<file path="src/rtl/seven_seg_pkg.sv">
// Shared constants and helpers for the four-digit seven-segment scan path.
// The selector-to-digit mapping lives here so the decoder side and the
// scanner agree on which nibble belongs to which anode.
package seven_seg_pkg;

  localparam int NUM_DIGITS = 4;
  localparam int DIGIT_W    = 4;
  localparam int SEL_W      = 2;
  localparam int DIGITS_W   = NUM_DIGITS * DIGIT_W;

  // Largest valid BCD code; A..F are treated as "show nothing".
  localparam logic [DIGIT_W-1:0] BCD_MAX = 4'd9;

  // Digit index of the leftmost anode (selector 0), used for lead-zero logic.
  localparam int LEAD_IDX = NUM_DIGITS - 1;

  // Selector 0 is the leftmost anode, which shows the most significant nibble.
  function automatic logic [SEL_W-1:0] sel_to_digit(input logic [SEL_W-1:0] sel);
    return SEL_W'(NUM_DIGITS - 1) - sel;
  endfunction

  // True when the nibble is a displayable decimal digit.
  function automatic logic is_bcd(input logic [DIGIT_W-1:0] nibble);
    return nibble <= BCD_MAX;
  endfunction

endpackage

</file>
<file path="src/rtl/pulse_divider.sv">
// Free-running modulo-N counter with a terminal-count strobe.
// tc_o is high for the single cycle in which the count sits at N-1; the
// counter wraps to zero on the following edge.
module pulse_divider #(
  parameter int N = 4,
  parameter int W = (N > 1) ? $clog2(N) : 1
) (
  input  logic         clk,
  input  logic         rst_n,
  output logic [W-1:0] cnt_o,
  output logic         tc_o
);

  logic [W-1:0] cnt_q;
  logic [W-1:0] cnt_d;

  assign tc_o  = (cnt_q == W'(N - 1));
  assign cnt_o = cnt_q;

  // Next count: wrap at the terminal value, otherwise increment.
  always_comb begin
    cnt_d = cnt_q + W'(1);
    if (tc_o) begin
      cnt_d = '0;
    end
  end

  // Count register.
  always_ff @(posedge clk or negedge rst_n) begin
    if (!rst_n) begin
      cnt_q <= '0;
    end else begin
      cnt_q <= cnt_d;
    end
  end

  // The count must never leave the 0..N-1 range.
  a_cnt_range: assert property (@(posedge clk) disable iff (!rst_n)
    cnt_q <= W'(N - 1));

endmodule

</file>
<file path="src/rtl/seven_seg_scanner.sv">
// Time-multiplexed scan controller for the four-digit alarm-clock display.
// Digit data and display modifiers are snapshotted once per frame so a
// mid-frame update can never tear the display; all outputs are decoded from
// registers only.
module seven_seg_scanner
  import seven_seg_pkg::*;
#(
  parameter int DIV_CNT   = 100000,
  parameter int GUARD     = 16,
  parameter int BLINK_DIV = 25000000
) (
  input  logic                  clk,
  input  logic                  rst_n,
  input  logic [DIGITS_W-1:0]   digits_in,
  input  logic [NUM_DIGITS-1:0] blank_mask,
  input  logic [NUM_DIGITS-1:0] blink_mask,
  input  logic                  blink_en,
  input  logic                  lz_en,
  input  logic                  disp_en,
  output logic [DIGIT_W-1:0]    num,
  output logic [SEL_W-1:0]      selector,
  output logic                  en,
  output logic                  frame_start
);

  localparam int SLOT_W  = $clog2(DIV_CNT);
  localparam int BLINK_W = $clog2(BLINK_DIV);

  // ---------------------------------------------------------------------
  // Timebases
  // ---------------------------------------------------------------------
  logic [SLOT_W-1:0]  slot_cnt;
  logic               slot_tc;
  logic [BLINK_W-1:0] unused_blink_cnt;
  logic               blink_tc;

  pulse_divider #(
    .N (DIV_CNT),
    .W (SLOT_W)
  ) u_slot_div (
    .clk   (clk),
    .rst_n (rst_n),
    .cnt_o (slot_cnt),
    .tc_o  (slot_tc)
  );

  pulse_divider #(
    .N (BLINK_DIV),
    .W (BLINK_W)
  ) u_blink_div (
    .clk   (clk),
    .rst_n (rst_n),
    .cnt_o (unused_blink_cnt),
    .tc_o  (blink_tc)
  );

  // ---------------------------------------------------------------------
  // Scan state and per-frame shadow copies
  // ---------------------------------------------------------------------
  logic [SEL_W-1:0]      sel_q,         sel_d;
  logic                  frame_start_q, frame_start_d;
  logic [DIGITS_W-1:0]   digits_q,      digits_d;
  logic [NUM_DIGITS-1:0] blank_q,       blank_d;
  logic [NUM_DIGITS-1:0] blink_mask_q,  blink_mask_d;
  logic                  blink_en_q,    blink_en_d;
  logic                  lz_en_q,       lz_en_d;
  logic                  blink_phase_q, blink_phase_d;
  logic                  disp_en_q,     disp_en_d;

  // The last clock of the rightmost slot closes the frame.
  logic frame_end;
  assign frame_end = slot_tc && (sel_q == SEL_W'(NUM_DIGITS - 1));

  // Next state: advance the selector per slot, snapshot inputs per frame.
  always_comb begin
    sel_d         = sel_q;
    frame_start_d = 1'b0;
    digits_d      = digits_q;
    blank_d       = blank_q;
    blink_mask_d  = blink_mask_q;
    blink_en_d    = blink_en_q;
    lz_en_d       = lz_en_q;
    blink_phase_d = blink_phase_q ^ blink_tc;
    disp_en_d     = disp_en;

    if (slot_tc) begin
      sel_d = sel_q + SEL_W'(1);
    end

    if (frame_end) begin
      frame_start_d = 1'b1;
      digits_d      = digits_in;
      blank_d       = blank_mask;
      blink_mask_d  = blink_mask;
      blink_en_d    = blink_en;
      lz_en_d       = lz_en;
    end
  end

  // State registers; reset clears the display to a dark, all-zero frame.
  always_ff @(posedge clk or negedge rst_n) begin
    if (!rst_n) begin
      sel_q         <= '0;
      frame_start_q <= 1'b0;
      digits_q      <= '0;
      blank_q       <= '0;
      blink_mask_q  <= '0;
      blink_en_q    <= 1'b0;
      lz_en_q       <= 1'b0;
      blink_phase_q <= 1'b0;
      disp_en_q     <= 1'b0;
    end else begin
      sel_q         <= sel_d;
      frame_start_q <= frame_start_d;
      digits_q      <= digits_d;
      blank_q       <= blank_d;
      blink_mask_q  <= blink_mask_d;
      blink_en_q    <= blink_en_d;
      lz_en_q       <= lz_en_d;
      blink_phase_q <= blink_phase_d;
      disp_en_q     <= disp_en_d;
    end
  end

  // ---------------------------------------------------------------------
  // Per-digit visibility, computed from the shadow copies only
  // ---------------------------------------------------------------------
  logic [DIGIT_W-1:0]    digit_val [NUM_DIGITS];
  logic [NUM_DIGITS-1:0] digit_show;

  for (genvar gi = 0; gi < NUM_DIGITS; gi++) begin : g_digit
    logic blink_hidden;
    logic lead_zero;

    assign digit_val[gi]  = digits_q[gi*DIGIT_W +: DIGIT_W];
    assign blink_hidden   = blink_en_q && blink_mask_q[gi] && blink_phase_q;
    assign lead_zero      = lz_en_q && (gi == LEAD_IDX) && (digit_val[gi] == '0);
    assign digit_show[gi] = is_bcd(digit_val[gi]) && !blank_q[gi]
                            && !blink_hidden && !lead_zero;
  end

  // ---------------------------------------------------------------------
  // Output decode
  // ---------------------------------------------------------------------
  logic [SEL_W-1:0] cur_idx;
  logic             guard_done;

  assign cur_idx     = sel_to_digit(sel_q);
  // Anodes stay dark for the first GUARD clocks of a slot so the previous
  // digit's segments have time to discharge before the new anode turns on.
  assign guard_done  = (slot_cnt >= SLOT_W'(GUARD));

  assign num         = digit_val[cur_idx];
  assign selector    = sel_q;
  assign en          = disp_en_q && guard_done && digit_show[cur_idx];
  assign frame_start = frame_start_q;

  // A frame always begins on the leftmost slot.
  a_frame_start_sel: assert property (@(posedge clk) disable iff (!rst_n)
    frame_start |-> (selector == '0));

  // The frame pulse lasts a single cycle.
  a_frame_start_width: assert property (@(posedge clk) disable iff (!rst_n)
    frame_start |=> !frame_start);

  // An enabled slot never carries an invalid BCD code.
  a_en_valid_bcd: assert property (@(posedge clk) disable iff (!rst_n)
    en |-> is_bcd(num));

  // The guard window keeps the slot dark right after every selector change.
  a_guard_dark: assert property (@(posedge clk) disable iff (!rst_n)
    (slot_cnt == '0) |-> !en);

endmodule

</file>
<file path="config.mk">
export PLATFORM = sky130hd
export DESIGN_NAME = seven_seg_scanner
export DESIGN_NICKNAME = d
export VERILOG_FILES = /design/src/rtl/seven_seg_pkg.sv /design/src/rtl/pulse_divider.sv /design/src/rtl/seven_seg_scanner.sv
export SDC_FILE = /design/constraint.sdc
export NUM_CORES = 1
export LEC_CHECK = 0
export ABC_AREA = 1
export CAP_MARGIN = 20
export CORE_ASPECT_RATIO = 1.25
export CORE_MARGIN = 2
export CORE_UTILIZATION = 52
export DETAILED_ROUTE_END_ITERATION = 16
export HOLD_SLACK_MARGIN = 0.05
export PLACE_DENSITY = 0.87
export SYNTH_ARGS = -nofsm -noshare
export SYNTH_HDL_FRONTEND = slang
export SYNTH_SLANG_ARGS = --single-unit
</file>
<file path="constraint.sdc">
create_clock -name clk -period 1.7 [get_ports clk]
set_clock_uncertainty 0.1 [all_clocks]
set_input_delay 0.255 -clock clk [delete_from_list [all_inputs] [get_ports clk]]
set_output_delay 0.255 -clock clk [all_outputs]
set_load 0.02 [all_outputs]
</file>
==> results.tsv <==
metric	value	unit
status	complete, but fails checks	
failing checks	setup timing	
Cell Rows	35	
crit path from	digits_q[1]$_DFFE_PN0P_	
Final Critical Period	1.97	ns
flops & latches, synth	73	
wire per inst	20.3	microns
Antenna Nets Post-Route	0	
PortBufs	36	
Slew Viols, Final	0	
pin count of the biggest net entering global routing	32	
core area	7440	sq um
top-area cell type share of the netlist area	0.452	
Fmax	506	MHz
FF-to-FF Start	u_slot_div.cnt_o[8]$_DFF_PN0_	
Max-Cap Viols	0	
Fin. Hold Viols	0	
Die H	103	microns
CP Capture Type	primary output	
crit path max fanout	2	
worst hold slack	0.229	ns
htree depth	3	
Die Area	8500	sq um
DR iter-0 viols	500	
routed vias/inst	6.14	
initial antenna violation count	0	
Worst Slack Setup Final	-0.275	ns
CTS Sinks	73	
Sequential Area	1830	sq um
Horiz. Die Dim	82.9	microns
CP required	1.34	ns
warnings from Yosys	0	
GR Util All Layers	0.298	
CP Class	register to primary output	
CTS tree	yes	
DRC Markers	0	
register area share after synthesis	0.452	
count of different cell masters after synthesis	28	
ant diodes	0	
leakage power	2.63	nW
RSZ-0062 raised after global routing	true	
most frequent cells in the layout	134 x nand2_1, 85 x nor2_1, 68 x dfrtp_1	
crit path DAT	1.62	ns
number of global-route vias before repair	4299	
commonest non-fill, non-tap cell in the layout	nand2_1	
placed cells	717	
Worst Tran Pin Value	0.335	ns
RePlAce Congestion	1.00	
dpl hpwl	7570	microns
Non-Filler Instances	765	
Ports	37	
Reg clk slew, reported paths	0.09	ns
starting density of the core	0.543	
period utilization	1.16	
Multi-input gate area	2210	sq um
final WL	15500	microns
Critical Path Source Type	register	
synthesized instance count	549	
global-route wire length before repair	20000	microns
vias	4698	
global route total overflow	0	
leading area contributor after synthesis	dfrtp_1	
Pwr per Cell Area	547	nW/um^2
synth top area cells	dfrtp_1 45%, nand2_1 15%, nor2_1 8.8%, nand4_1 5.9%, inv_1 5.2%	
Clk Latency, worst-skew pair	0.36	ns
DR pass1 iterations	5	
Final nets	701	
Max VDD drop	0.617	mV
Syn-to-layout area delta	41.4	%
proportion of layout cells with a drive suffix above 1	0.284	
hold crit path type	input pin to async pin	
final setup vio count	32	
Rel. slew slack	0.777	
syn nets	582	
CTS Buf Count	9	
Max clock buf depth	2	
Filler Cell Count	452	
Syn Std Cell Area	4040	sq um
clock root buffer	clkbuf_8	
Mean Syn Cell Area	7.37	sq um
## stage by stage
stage / setup TNS [ns] / area [sq um] / util / setup slack [ns] / power (mW)
2_1_floorplan: 0 / 4050 / - / 0.0276 / 1.77
3_3_place_gp: -1.32 / 4880 / 0.655 / -0.173 / 1.88
3_5_place_dp: -3.70 / 4880 / 0.655 / -0.238 / 1.88
4_1_cts: -1.17 / 5310 / 0.713 / -0.170 / 3.08
5_1_grt: -6.63 / 5720 / 0.768 / -0.327 / 3.19
6_report: -5.05 / 5720 / 0.768 / -0.275 / 3.13
## worst max-delay path, stage by stage (launching register included)
cell,delay [ns]
dfrtp_1,0.42
o21ai_2,0.21
nand3_1,0.14
nand3_2,0.12
nand3_2,0.12
nor2_4,0.12
buf_6,0.13
## worst paths after layout
kind / slack, ns / end / depth (start not counted)
worst min-delay path: 0.23 / u_blink_div.cnt_o[23]$_DFF_PN0_ / 2
max in group asynchronous: 0.75 / u_slot_div.cnt_o[13]$_DFF_PN0_ / 3
min in group clk: 0.24 / disp_en_q$_DFF_PN0_ / 1
worst max register to register: -0.23 / digits_q[1]$_DFFE_PN0P_ / 9
worst max-delay path: -0.27 / en / 6
worst min register to register: 0.42 / digits_q[0]$_DFFE_PN0P_ / 2
## layout make-up
cell class | count | area share
multi-input combinational | 406 | 0.386
sequential | 73 | 0.320
timing repair buffer | 116 | 0.201
inverter | 62 | 0.0420
clock buffer | 11 | 0.0247
tap | 92 | 0.0201
clock inverter | 5 | 0.00547
## layer usage
metal  part of all wire  vias up  routed length, microns  track usage
li1                   -     2004                       -            -
met1               0.33     2152                    5190        0.333
met2               0.47      398                    7290        0.517
met3               0.10      144                    1580       0.0641
met4              0.095        0                    1480        0.207
met5                  0        -                       0            0
## power breakdown
part           total [mW]  switching, mW  internal, mW
Clock                1.27          0.707         0.566
Sequential           1.74       0.000580          1.74
Combinational       0.117         0.0518        0.0654
Total                3.13          0.759          2.37
## synthesized netlist by cell type, drive strengths merged
master / number
inv: 61
o22ai: 4
nand3b: 2
a21oi: 4
dfrtp: 73
nand2: 165
xor2: 18
nand3: 31
nand4: 38
ha: 4
or2: 2
nor3: 10
and2: 2
clkinv: 1
buf: 6
o21ai: 21
xnor2: 2
nor2: 100
clkbuf: 5
## cells by family (layout without fill, tap and decap cells)
| group | after synthesis | after routing | share of synthesized area |
|---|---|---|---|
| xor gates and xnor gates | 20 | 20 | 0.0433 |
| and+or+nand+nor | 350 | 353 | 0.382 |
| DFF | 73 | 73 | 0.452 |
| adders and majority gates | 4 | 4 | 0.0124 |
| buffers and inverters | 73 | 194 | 0.0730 |
| AOI/OAI and AO/OA | 29 | 29 | 0.0371 |
## repair_timing
item,in CTS,in global routing
gates resized for setup,78,76
hold buffers,1,0
setup endpoints to repair,52,60
gates cloned,3,5
endpoints found under the hold margin,73,0
pin swaps,11,33
buffers inserted,12,12
## state kept, by name (all words and copies together), names as in the netlist
| signal | count |
|---|---|
| blank_q | 4 |
| blink_en_q | 1 |
| blink_mask_q | 4 |
| blink_phase_q | 1 |
| digits_q | 16 |
| disp_en_q | 1 |
| frame_start | 1 |
| lz_en_q | 1 |
| selector | 2 |
| u_blink_div.cnt_o | 25 |
| u_slot_div.cnt_o | 17 |
(Power assumes the default switching activity.)
